--- src/rtl/cnn_sched_pkg.sv ---
// Shared definitions for the CNN layer scheduler: FSM state encodings,
// register offsets and CTRL/STATUS bit positions.
package cnn_sched_pkg;

  typedef logic [2:0] state_t;

  localparam state_t ST_IDLE   = 3'd0;
  localparam state_t ST_LAUNCH = 3'd1;
  localparam state_t ST_WAIT   = 3'd2;
  localparam state_t ST_ACK    = 3'd3;
  localparam state_t ST_DONE   = 3'd4;
  localparam state_t ST_ERR    = 3'd5;

  localparam logic [3:0] REG_CTRL    = 4'h0;
  localparam logic [3:0] REG_MASK    = 4'h4;
  localparam logic [3:0] REG_STATUS  = 4'h8;
  localparam logic [3:0] REG_TIMEOUT = 4'hC;

  localparam int CTRL_START   = 0;
  localparam int CTRL_ABORT   = 1;
  localparam int CTRL_IRQ_CLR = 2;

  localparam int STAT_BUSY    = 0;
  localparam int STAT_DONE    = 1;
  localparam int STAT_ERROR   = 2;
  localparam int STAT_CUR_LSB = 8;

  function automatic logic is_busy(input state_t st);
    return (st == ST_LAUNCH) || (st == ST_WAIT) || (st == ST_ACK);
  endfunction

endpackage

--- src/rtl/cnn_sched_next_sel.sv ---
// Combinational priority encoder: lowest set bit of i_mask above i_idx
// (or at/above i_idx when i_incl is set), with a valid flag.
module cnn_sched_next_sel #(
  parameter int NUM_LAYERS = 4
) (
  input  logic [NUM_LAYERS-1:0] i_mask,
  input  logic [2:0]            i_idx,
  input  logic                  i_incl,
  output logic [2:0]            o_idx,
  output logic                  o_valid
);

  logic [NUM_LAYERS-1:0] w_cand;

  genvar gi;
  generate
    for (gi = 0; gi < NUM_LAYERS; gi++) begin : g_cand
      assign w_cand[gi] = i_mask[gi] &&
                          ((3'(gi) > i_idx) || (i_incl && (3'(gi) == i_idx)));
    end
  endgenerate

  // Scan from the top down so the lowest candidate is the last one written.
  always_comb begin
    o_idx   = '0;
    o_valid = |w_cand;
    for (int i = NUM_LAYERS - 1; i >= 0; i--) begin
      if (w_cand[i]) o_idx = 3'(i);
    end
  end

endmodule

--- src/rtl/cnn_layer_sched.sv ---
// Layer scheduler: starts each enabled layer in ascending order, acks its done, IRQs at end.
// Optional macro CNN_SCHED_TIMEOUT_EN adds a per-layer WAIT timeout that ends in ERR.
module cnn_layer_sched
  import cnn_sched_pkg::*;
#(
  parameter int NUM_LAYERS = 4
) (
  input  logic                  clk,
  input  logic                  resetn,
  input  logic                  cfg_wvalid,
  input  logic [3:0]            cfg_waddr,
  input  logic [31:0]           cfg_wdata,
  output logic                  cfg_wready,
  input  logic [3:0]            cfg_raddr,
  output logic [31:0]           cfg_rdata,
  output logic [NUM_LAYERS-1:0] layer_start,
  input  logic [NUM_LAYERS-1:0] layer_done,
  output logic [NUM_LAYERS-1:0] layer_ack,
  output logic                  sched_irq
);

  state_t                r_state;
  state_t                w_state_next;
  logic [NUM_LAYERS-1:0] r_mask;
  logic [NUM_LAYERS-1:0] r_mask_q;
  logic [NUM_LAYERS-1:0] w_mask_q_next;
  logic [2:0]            r_cur;
  logic [2:0]            w_cur_next;
  logic                  r_done;
  logic                  r_error;
  logic                  r_irq;

  logic                  w_wr_ctrl;
  logic                  w_wr_mask;
  logic                  w_start;
  logic                  w_abort;
  logic                  w_irq_clr;
  logic                  w_busy;
  logic                  w_clr_flags;
  logic [NUM_LAYERS-1:0] w_cur_oh;
  logic                  w_done_cur;
  logic                  w_timeout_hit;
  logic [31:0]           w_timeout_rd;
  logic [NUM_LAYERS-1:0] w_sel_mask;
  logic [2:0]            w_sel_base;
  logic [2:0]            w_sel_idx;
  logic                  w_sel_valid;
  logic                  w_unused;

  assign w_wr_ctrl = cfg_wvalid && (cfg_waddr == REG_CTRL);
  assign w_wr_mask = cfg_wvalid && (cfg_waddr == REG_MASK);
  assign w_start   = w_wr_ctrl && cfg_wdata[CTRL_START];
  assign w_abort   = w_wr_ctrl && cfg_wdata[CTRL_ABORT];
  assign w_irq_clr = w_wr_ctrl && cfg_wdata[CTRL_IRQ_CLR];
  assign w_busy    = is_busy(r_state);
  assign w_unused  = ^cfg_wdata;

  genvar gi;
  generate
    for (gi = 0; gi < NUM_LAYERS; gi++) begin : g_cur_oh
      assign w_cur_oh[gi] = (r_cur == 3'(gi));
    end
  endgenerate

  // Only the bit of the layer currently being waited on matters.
  assign w_done_cur = |(layer_done & w_cur_oh);

  // In IDLE the search covers the live MASK from bit 0; afterwards it walks mask_q above cur.
  assign w_sel_mask = (r_state == ST_IDLE) ? r_mask : r_mask_q;
  assign w_sel_base = (r_state == ST_IDLE) ? 3'd0 : r_cur;

  cnn_sched_next_sel #(
    .NUM_LAYERS (NUM_LAYERS)
  ) u_next_sel (
    .i_mask  (w_sel_mask),
    .i_idx   (w_sel_base),
    .i_incl  (r_state == ST_IDLE),
    .o_idx   (w_sel_idx),
    .o_valid (w_sel_valid)
  );

`ifdef CNN_SCHED_TIMEOUT_EN
  logic [31:0] r_timeout;
  logic [31:0] r_wait_cnt;
  logic [31:0] w_wait_cnt_inc;

  // The incremented value counts the current WAIT cycle, so TIMEOUT=N allows exactly N cycles.
  assign w_wait_cnt_inc = r_wait_cnt + 32'd1;
  assign w_timeout_hit  = (r_state == ST_WAIT) && (r_timeout != '0) &&
                          (w_wait_cnt_inc == r_timeout);
  assign w_timeout_rd   = r_timeout;

  always_ff @(posedge clk or posedge resetn) begin
    if (resetn) begin
      r_timeout  <= '0;
      r_wait_cnt <= '0;
    end else begin
      if (cfg_wvalid && (cfg_waddr == REG_TIMEOUT)) r_timeout <= cfg_wdata;
      if (r_state == ST_LAUNCH) r_wait_cnt <= '0;
      else if (r_state == ST_WAIT) r_wait_cnt <= w_wait_cnt_inc;
    end
  end
`else
  assign w_timeout_hit = 1'b0;
  assign w_timeout_rd  = '0;
`endif

  always_comb begin
    w_state_next  = r_state;
    w_cur_next    = r_cur;
    w_mask_q_next = r_mask_q;
    w_clr_flags   = 1'b0;
    case (r_state)
      ST_IDLE: begin
        if (w_start && !w_abort) begin
          w_mask_q_next = r_mask;
          w_clr_flags   = 1'b1;
          if (w_sel_valid) begin
            w_cur_next   = w_sel_idx;
            w_state_next = ST_LAUNCH;
          end else begin
            w_state_next = ST_DONE;
          end
        end
      end
      ST_LAUNCH: w_state_next = ST_WAIT;
      ST_WAIT: begin
        if (w_done_cur) w_state_next = ST_ACK;
        else if (w_timeout_hit) w_state_next = ST_ERR;
      end
      ST_ACK: begin
        if (w_sel_valid) begin
          w_cur_next   = w_sel_idx;
          w_state_next = ST_LAUNCH;
        end else begin
          w_state_next = ST_DONE;
        end
      end
      ST_DONE: w_state_next = ST_IDLE;
      ST_ERR:  w_state_next = ST_IDLE;
      default: w_state_next = ST_IDLE;
    endcase
    // Abort drops straight back to IDLE without touching cur or the IRQ.
    if (w_abort && w_busy) begin
      w_state_next = ST_IDLE;
      w_cur_next   = r_cur;
    end
  end

  always_ff @(posedge clk or posedge resetn) begin
    if (resetn) begin
      r_state  <= ST_IDLE;
      r_mask   <= '0;
      r_mask_q <= '0;
      r_cur    <= '0;
      r_done   <= 1'b0;
      r_error  <= 1'b0;
      r_irq    <= 1'b0;
    end else begin
      r_state  <= w_state_next;
      r_cur    <= w_cur_next;
      r_mask_q <= w_mask_q_next;
      if (w_wr_mask) r_mask <= cfg_wdata[NUM_LAYERS-1:0];
      if (w_clr_flags) begin
        r_done  <= 1'b0;
        r_error <= 1'b0;
      end else begin
        if (r_state == ST_DONE) r_done  <= 1'b1;
        if (r_state == ST_ERR)  r_error <= 1'b1;
      end
      // Completion outranks a simultaneous IRQ_CLR.
      if ((r_state == ST_DONE) || (r_state == ST_ERR)) r_irq <= 1'b1;
      else if (w_irq_clr) r_irq <= 1'b0;
    end
  end

  assign layer_start = (r_state == ST_LAUNCH) ? w_cur_oh : '0;
  assign layer_ack   = (r_state == ST_ACK)    ? w_cur_oh : '0;
  assign sched_irq   = r_irq;
  assign cfg_wready  = 1'b1;

  always_comb begin
    cfg_rdata = '0;
    case (cfg_raddr)
      REG_MASK:    cfg_rdata = 32'(r_mask);
      REG_STATUS: begin
        cfg_rdata[STAT_BUSY]            = w_busy;
        cfg_rdata[STAT_DONE]            = r_done;
        cfg_rdata[STAT_ERROR]           = r_error;
        cfg_rdata[STAT_CUR_LSB +: 3]    = r_cur;
      end
      REG_TIMEOUT: cfg_rdata = w_timeout_rd;
      default:     cfg_rdata = '0;
    endcase
  end

endmodule

--- config.mk ---
export PLATFORM = sky130hd
export DESIGN_NAME = cnn_layer_sched
export DESIGN_NICKNAME = d
export VERILOG_FILES = /design/src/rtl/cnn_sched_pkg.sv /design/src/rtl/cnn_sched_next_sel.sv /design/src/rtl/cnn_layer_sched.sv
export SDC_FILE = /design/constraint.sdc
export NUM_CORES = 1
export LEC_CHECK = 0
export ABC_AREA = 1
export BUFFER_PORTS_ARGS = -buffer_cell sky130_fd_sc_hd__buf_4
export CAP_MARGIN = 10
export CORE_MARGIN = 8
export CORE_UTILIZATION = 40
export CTS_CLUSTER_DIAMETER = 30
export DETAILED_ROUTE_END_ITERATION = 10
export PLACE_DENSITY = 0.79
export SYNTH_ARGS = -nofsm -noshare
export SYNTH_HDL_FRONTEND = slang
export SYNTH_SLANG_ARGS = --single-unit
--- constraint.sdc ---
create_clock -name clk -period 1.6 [get_ports clk]
set_input_delay 0.16 -clock clk [delete_from_list [all_inputs] [get_ports clk]]
set_output_delay 0.16 -clock clk [all_outputs]
set_load 0.02 [all_outputs]
==> metrics.txt, run 1 <==
antenna cells 0; Fillers 313; met2 WL 1.17 mm; leakage 0.797 nW; crit path buf inv count 1; IO Port Bufs 33; post-synth cell types 22; 1st-pass router iterations 4; Slew HR 0.615; setup TNS 0 ps; clk root buf clkbuf_4; Critical Path AT 1330 ps; P&R area growth vs syn 18.1%; crit path max-delay cell type dfrtp_2; Setup Viol. Count Final 0; Slew Viols, Final 0; peak supply drop 0.701 mV; fin crit share 0.930; RSZ-0062 raised after global routing false; die span in x 71.3 µm; remaining global-route overflow 0; max frequency 672 MHz; drt drc 0; Die Area 0.00509 mm²; Final min period 1490 ps; GPL Wtd Cong 0.831; placed wire-length estimate 2.37 mm; routed via count 1129; hold crit path type in2reg; Core Region 0.00298 mm²; final WL 2.82 mm; worst-path cell chain nor2_4 > o32ai_1 > buf_4; vias in the first global route 1125; final instance area 0.00145 mm²; Met3 Wirelength 296 µm; top layer in use met4; Hold Vio Cnt, Final 0; Worst Skew 1.55 ps; Req. time, crit path 1440 ps; Max stage delay on crit path 440 ps; CTS sink count 15; Ys Warns 0; Synth Register Bits 15; Die H 71.3 µm; largest net degree at the start of global routing 16; actual slew at the worst max-slew pin 576 ps; drt via density 4.59; Ports 89; H-tree depth 1; kind of critical path reg2out; share of post-route cells with drive strength above 1 0.272; Mean Syn Cell Area 6.84 µm²; CTS clk-pin slew, worst paths 90 ps; clk buf depth 2; global-route wire length before repair 4.84 mm; sequential area share after synthesis 0.307; Max Cap Viol 0; initial antenna violation count 0; Post-DP Area 0.00139 mm²; antenna viol nets, final 0; GR Util All Layers 0.116; Post-CTS Setup Bufs 0; delay-heaviest family, CP flip-flops; Num CTS Buffers 3; CTS tree done; Initial Utilization 0.411; critical path endpoint category primary output; Max FO, Critical Path 7; # rows 20; synthesized area 0.00122 mm²; final net count 261; Critical Path Start Type flop; Post-Synthesis Cells 179; P per Cell Area 1510 mW/mm²; Clock Latency Late Sink 280 ps; status finished, final reports clean; Initial DRC Count 30; drt wl/cell 11.5 µm; met1 wire length 1.31 mm; reg2reg setup slack 160 ps
==> power by group <==
group          total [mW]  switching [mW]  internal, mW
logic                1.30           0.837         0.460
registers           0.669           0.153         0.516
clock network       0.219           0.122        0.0970
total                2.19            1.11          1.07
==> layout make-up <==
type	count	area [µm²]	area share
clock buffers	4	26.3	0.0182
multi-input cells	132	628	0.435
flip-flops and latches	15	378	0.261
well taps	33	41.3	0.0286
inverters	27	106	0.0736
repair buffers	35	265	0.184
==> cells by family after synthesis <==
kind of cell / Yosys count / synth area share
simple gates: 87 / 0.338
buf+inv: 57 / 0.263
compound gates: 18 / 0.0859
flops: 15 / 0.307
other cells: 2 / 0.00614
==> worst register-to-register path, stage by stage (launching register included) <==
cell and delay (ps):
dfrtp_2 460, nor2_4 210, nand2_4 130, nand2_1 90, nand2_1 70, nand2_2 70, inv_2 40, nand2_2 70
nand3_2 70, nand2_1 70, nand2_1 50
==> registers in the layout (all words and copies together), names as in the netlist <==
signal,cells
r_error,1
r_mask_q,3
sched_irq,1
r_done,1
r_cur,2
r_mask,4
r_state,3
==> timing repair <==
action	4_1_cts	5_1_grt
resized for setup	1	5
hold endpoints to repair	15	0
setup endpoints to repair	4	9
gates cloned	0	0
hold buffers	1	0
pin swaps	0	0
==> cell usage in the layout, fill, tap and decap left out <==
cell,n
buf_4,34
nand2_1,33
conb_1,27
nor2_1,23
inv_1,22
nand3_1,13
dfrtp_1,13
o21ai_0,7
a21oi_1,5
nand4_1,4
inv_2,4
nor2_4,3
o22ai_1,3
nor2_2,3
nand3_2,3
clkbuf_4,3
o32ai_1,2
nand2_2,2
dfrtp_2,2
clkinv_4,1
nand2_4,1
a21oi_2,1
nor3_1,1
nor3_2,1
clkbuf_1,1
dlygate4sd3_1,1
==> synth_stat cells, drive strengths merged <==
cell type | number | area share
nand3 | 16 | 0.074
nor3 | 2 | 0.012
buf | 30 | 0.18
inv | 27 | 0.083
o21ai | 7 | 0.029
o22ai | 3 | 0.015
conb | 2 | 0.0061
nand2 | 36 | 0.12
o32ai | 2 | 0.014
dfrtp | 15 | 0.31
nand4 | 4 | 0.020
nor2 | 29 | 0.11
a21oi | 6 | 0.028
==> metal layers <==
layer,GRT usage,vias up
li1,-,581
met1,0.132,495
met2,0.183,48
met3,0.0488,5
met4,0.0531,0
met5,0,-
==> final timing paths <==
kind | depth (start not counted) | end | startpoint
max | 3 | cfg_rdata[0] | r_state[1]
min in group asynchronous | 3 | r_state[2] | resetn
min reg2reg | 2 | r_mask[0] | r_mask[0]
max in group asynchronous | 3 | r_state[0] | resetn
max reg2reg | 10 | r_cur[0] | r_state[1]
min | 3 | r_mask[3] | cfg_wdata[3]
==> stage by stage <==
step | instances | total power, mW | util | hold WS (ps) | setup WS, ps
6_report | 246 | 2.19 | 0.485 | 122 | 111
3_5_place_dp | 241 | 1.95 | 0.468 | 257 | 161
4_1_cts | 246 | 2.18 | 0.482 | 118 | 46.8
5_1_grt | 246 | 2.42 | 0.485 | 130 | 14.1
3_3_place_gp | 241 | 1.93 | 0.468 | 249 | 187
2_1_floorplan | 204 | 1.70 | - | 61.5 | 299
Power figures use the tool's default switching activity.
==> run 2: changes to the inputs <==
--- a/config.mk
+++ b/config.mk
@@ -13,6 +13,7 @@
 export CTS_CLUSTER_DIAMETER = 30
 export DETAILED_ROUTE_END_ITERATION = 10
 export PLACE_DENSITY = 0.79
+export REMOVE_ABC_BUFFERS = 1
 export SYNTH_ARGS = -nofsm -noshare
 export SYNTH_HDL_FRONTEND = slang
 export SYNTH_SLANG_ARGS = --single-unit
==> run 2 against run 1 <==
Effect of this change:
- critical path depth did not move
- flip-flop and latch count did not move
- fmax up 1.7%
- die area unchanged
- setup slack gained 25 ps
- hold slack is essentially flat
- first-iteration DRC count fell by 13%
- combinational power hardly changed
- critical endpoint unchanged
- largest cell class unchanged
- largest power group unchanged
- highest routed layer unchanged
==> metrics.txt, run 2 (synthesis gave the netlist of run 1 again) <==
antenna cells 0; Num CTS Buffers 3; critical path endpoint category primary output; most frequent cells in the layout buf_4 (34), nand2_1 (33), conb_1 (27), nor2_1 (24), inv_1 (22); Critical Path Start Type flop; Critical Path AT 1300 ps; H-tree depth 1; global-route wire length before repair 4.94 mm; clk buf depth 2; RSZ-0062 raised after global routing false; Regs by FF count r_mask x4, r_mask_q x3, r_state x3; worst hold start cfg_wdata[3]; routed via count 1117; CTS sink count 15; Max Cap Viol 0; antenna viol nets, final 0; placed wire-length estimate 2.40 mm; commonest non-fill, non-tap cell in the layout buf_4; Die Area 0.00509 mm²; drt drc 0; clk root buf clkbuf_4; vias in the first global route 1143; P per Cell Area 1510 mW/mm²; final total power 2.18 mW; Initial DRC Count 26; max reg flops 4; R2R cell count 10; Core Region 0.00298 mm²; Reg-to-Reg Start r_state[1]; Reg with most FFs r_mask; largest net degree at the start of global routing 16; # rows 20; share of post-route cells with drive strength above 1 0.272; GR Util All Layers 0.116; P&R area growth vs syn 18.0%; remaining global-route overflow 0; CTS tree done; Clock Latency Late Sink 280 ps; final net count 261; reg2reg setup slack 150 ps; max frequency 683 MHz; hold path endpoint r_mask[3]; final WL 2.84 mm; Req. time, crit path 1440 ps; hold crit path type in2reg; Initial Utilization 0.411; Worst Skew 7.63 ps; actual slew at the worst max-slew pin 571 ps; GPL Wtd Cong 0.819; initial antenna violation count 0; fin crit share 0.915; setup TNS 0 ps; drt wl/cell 11.5 µm; Slew HR 0.619; IO Port Bufs 33; Die H 71.3 µm; Post-CTS Setup Bufs 0; CTS clk-pin slew, worst paths 90 ps; hold path depth 3; Hold Vio Cnt, Final 0; kind of critical path reg2out; status finished, final reports clean; die span in x 71.3 µm; peak supply drop 0.701 mV; 1st-pass router iterations 4; Setup Viol. Count Final 0; Reg-to-Reg End r_cur[0]; Max FO, Critical Path 7; Final min period 1460 ps; drt via density 4.54; Slew Viols, Final 0; Ports 89; leakage 0.799 nW
[run 2: worst max path at each step]
stage / startpoint / end / slack, ps / cells after the start
3_3_place_gp: r_state[1] / r_cur[0] / 180 / 10
5_1_grt: r_state[2] / r_state[0] / 8 / 9
4_1_cts: r_state[1] / cfg_rdata[0] / 40 / 3
3_5_place_dp: r_state[1] / r_cur[1] / 140 / 10
2_1_floorplan: r_state[1] / r_cur[0] / 300 / 10
6_report: r_state[0] / cfg_rdata[0] / 140 / 3
[run 2: metrics by stage]
| stage | setup slack [ps] | hold slack (ps) | instance area, µm² | util | cells |
|---|---|---|---|---|---|
| after floorplan | 296 | 61.5 | 1100 | - | 174 |
| after global placement | 185 | 251 | 1390 | 0.468 | 241 |
| after detailed placement | 144 | 255 | 1390 | 0.468 | 241 |
| after CTS | 43.4 | 113 | 1440 | 0.482 | 246 |
| after global routing | 7.64 | 129 | 1440 | 0.485 | 246 |
| final | 137 | 123 | 1440 | 0.485 | 246 |
[run 2: what timing repair did]
action / 4_1_cts / 5_1_grt
hold buffers: 1 / 0
gates resized for setup: 1 / 4
endpoints found under the setup margin: 4 / 10
endpoints found under the hold margin: 15 / 0
[run 2: metal layers]
metal,global-route usage,part of all wire
met5,0,0
met4,0.0416,0.0046
met3,0.0404,0.10
met2,0.190,0.45
met1,0.136,0.44
[run 2: power breakdown]
part	switching (mW)	leakage, nW	internal, mW
sequential	0.152	0.170	0.517
combinational	0.834	0.611	0.457
clock	0.123	0.0177	0.0928
total	1.11	0.799	1.07
[run 2: layout make-up]
type / count / area (µm²)
multi-input combinational: 132 / 626
inverter: 27 / 106
timing repair buffer: 35 / 265
tap: 33 / 41.3
clock inverter: 1 / 5.00
fill: 329 / 1530
clock buffer: 3 / 22.5
sequential: 15 / 378
[run 2: critical path, stage by stage, from the launching register on]
cell and delay (ps):
dfrtp_2 440, nor2_4 80, o32ai_1 300, buf_4 200
==> run 3: changes to the inputs <==
--- a/config.mk
+++ b/config.mk
@@ -5,14 +5,13 @@
 export SDC_FILE = /design/constraint.sdc
 export NUM_CORES = 1
 export LEC_CHECK = 0
-export ABC_AREA = 1
 export BUFFER_PORTS_ARGS = -buffer_cell sky130_fd_sc_hd__buf_4
 export CAP_MARGIN = 10
 export CORE_MARGIN = 8
 export CORE_UTILIZATION = 40
 export CTS_CLUSTER_DIAMETER = 30
 export DETAILED_ROUTE_END_ITERATION = 10
-export PLACE_DENSITY = 0.79
+export PLACE_DENSITY = 0.8
 export REMOVE_ABC_BUFFERS = 1
 export SYNTH_ARGS = -nofsm -noshare
 export SYNTH_HDL_FRONTEND = slang
==> run 3 against run 2 <==
Effect of this change:
- sequential power shrank 5.7%
- synthesized cell count shrank 26%
- clock power grew 4%
- fmax shrank 5.3%
- die area shrank 2.0%
- critical path type is now reg2reg
- highest routed layer unchanged
==> metrics.txt, run 3 <==
antenna cells 0; setup slack after placement 154 ps; routed via count 997; vias in the first global route 982; Sequential cell area 377 µm²; final worst slack 54.6 ps; leakage 0.737 nW; most frequent cells in the layout buf_4 (44), conb_1 (27), dfrtp_1 (14), nor2_1 (11), mux2_2 (7); Worst Skew 3.04 ps; Synth top cells by count buf_4 (27), dfrtp_1 (15), nor2_1 (13); crit path buf inv count 1; Critical Path AT 1730 ps; worst-path cell chain buf_6 > nor3_4 > a21oi_2 > a32oi_2 > a21oi_1 > a31o_1; H-tree depth 1; max reg flops 4; P&R area growth vs syn 25.6%; Reg with most FFs r_mask; Synth Register Bits 15; drt via density 4.82; final total power 1.90 mW; Req. time, crit path 1780 ps; post-route insts no fill 207; RSZ-0062 raised after global routing true; Ports 89; Post-synth ARST share 1.00; initial antenna violation count 0; # rows 20; die span in x 70.6 µm; final net count 222; sequential area share after synthesis 0.315; top cell type's share of synthesized area 0.315; Core Region 0.00295 mm²; remaining global-route overflow 0; fin util 0.507; commonest non-fill, non-tap cell in the layout buf_4; cell taking the most area after synthesis dfrtp_1; Max Cap Viol 0; Multi-input gate area 683 µm²; Post-Synthesis Cells 132; clk root buf clkbuf_4; drt drc 0; clk buf depth 2; delay-heaviest family, CP compound AO/OA/AOI/OAI gates; count leader, synth buf_4; Fillers 290; Slew Viols, Final 0; fin crit share 0.966; actual slew at the worst max-slew pin 579 ps; top_reg_cell synth dfrtp_1; critical path endpoint category flop; Setup Viol. Count Final 0; Regs by FF count r_mask x4, r_mask_q x3, r_state x3; hold crit path type in2reg; antenna viol nets, final 0; drt wl/cell 13.5 µm; Die H 70.6 µm; EDFF count, synth 0; Hold Vio Cnt, Final 0; GR Util All Layers 0.110; post-synth cell types 38; Mean Syn Cell Area 9.03 µm²; share of post-route cells with drive strength above 1 0.431; peak supply drop 0.561 mV; max frequency 647 MHz; placed wire-length estimate 2.27 mm; Initial DRC Count 32; Slew HR 0.613; P per Cell Area 1270 mW/mm²; CTS sink count 15; top post-synthesis cells by area dfrtp_1 (31%), buf_4 (17%), mux2_2 (6.6%); Critical Path Start Type flop; crit path max-delay cell type dfrtp_1; Die Area 0.00498 mm²; Num CTS Buffers 3; Clock Latency Late Sink 290 ps; worst hold slack 77.9 ps; status finished, final reports clean; largest net degree at the start of global routing 16; Max stage delay on crit path 410 ps; placed insts 198; Initial Utilization 0.404; Final min period 1550 ps; synthesized area 0.00119 mm²; final WL 2.79 mm; GPL Wtd Cong 0.842; CTS tree done; CTS clk-pin slew, worst paths 90 ps; IO Port Bufs 33; Ys Warns 0; kind of critical path reg2reg; Max FO, Critical Path 4; global-route wire length before repair 4.51 mm; 1st-pass router iterations 3
## run 3: cell types whose count changed after synthesis, moves of 4 or more
cell	delta
nor3_1	+4
inv_1	-17
nand2_1	-27
nand3_1	-13
mux2_2	+7
inv_2	-5
nor2_1	-11
## run 3: stage by stage
stage	area, µm²	setup TNS [ps]
after floorplan	1040	0
after global placement	1390	0
after CTS	1430	-100
final	1500	0
after detailed placement	1390	0
after global routing	1500	-89.0
## run 3: cell families after synthesis
group	after synthesis	synth area share
DFF	15	0.315
xor gates and xnor gates	1	0.00735
and+or+nand+nor	42	0.204
other	2	0.00630
buffers and inverters	38	0.226
muxes	8	0.0850
AOI/OAI and AO/OA	26	0.157
## run 3: final timing paths
| path | startpoint | endpoint | slack [ps] | depth (start not counted) |
|---|---|---|---|---|
| max in group asynchronous | resetn | r_state[0] | 710 | 3 |
| min in group asynchronous | resetn | r_mask[3] | 480 | 3 |
| worst max-delay path | r_state[1] | r_cur[0] | 50 | 6 |
| worst min register to register | r_error | r_error | 500 | 1 |
| worst max register to register | r_state[1] | r_cur[0] | 50 | 6 |
| worst min-delay path | cfg_wdata[1] | r_state[1] | 80 | 2 |
## run 3: cell type report
| cell class | instances | area share |
|---|---|---|
| Clock buffer | 4 | 0.0175 |
| Inverter | 5 | 0.0125 |
| Multi-Input combinational cell | 104 | 0.456 |
| Sequential cell | 15 | 0.251 |
| Tap cell | 33 | 0.0276 |
| Timing Repair Buffer | 46 | 0.235 |
## run 3: what timing repair did
item,CTS,global route
endpoints found under the hold margin,15,0
pin swaps,0,4
setup buffers,1,3
gates cloned,0,0
resized for setup,2,12
hold buffers,1,0
endpoints found under the setup margin,4,11
## run 3: where the power goes
part           switching (mW)  internal, mW
sequential              0.134         0.497
clock                   0.126        0.0971
combinational           0.557         0.489
total                   0.817          1.08
## run 3: per-layer routing
metal  global-route usage  part of all wire  wire length [µm]  up-vias
li1                     -                 -                 -      490
met1                0.120              0.40              1120      472
met2                0.194              0.51              1430       30
met3               0.0325             0.071               197        5
met4               0.0485             0.015                42        0
met5                    0                 0                 0        -
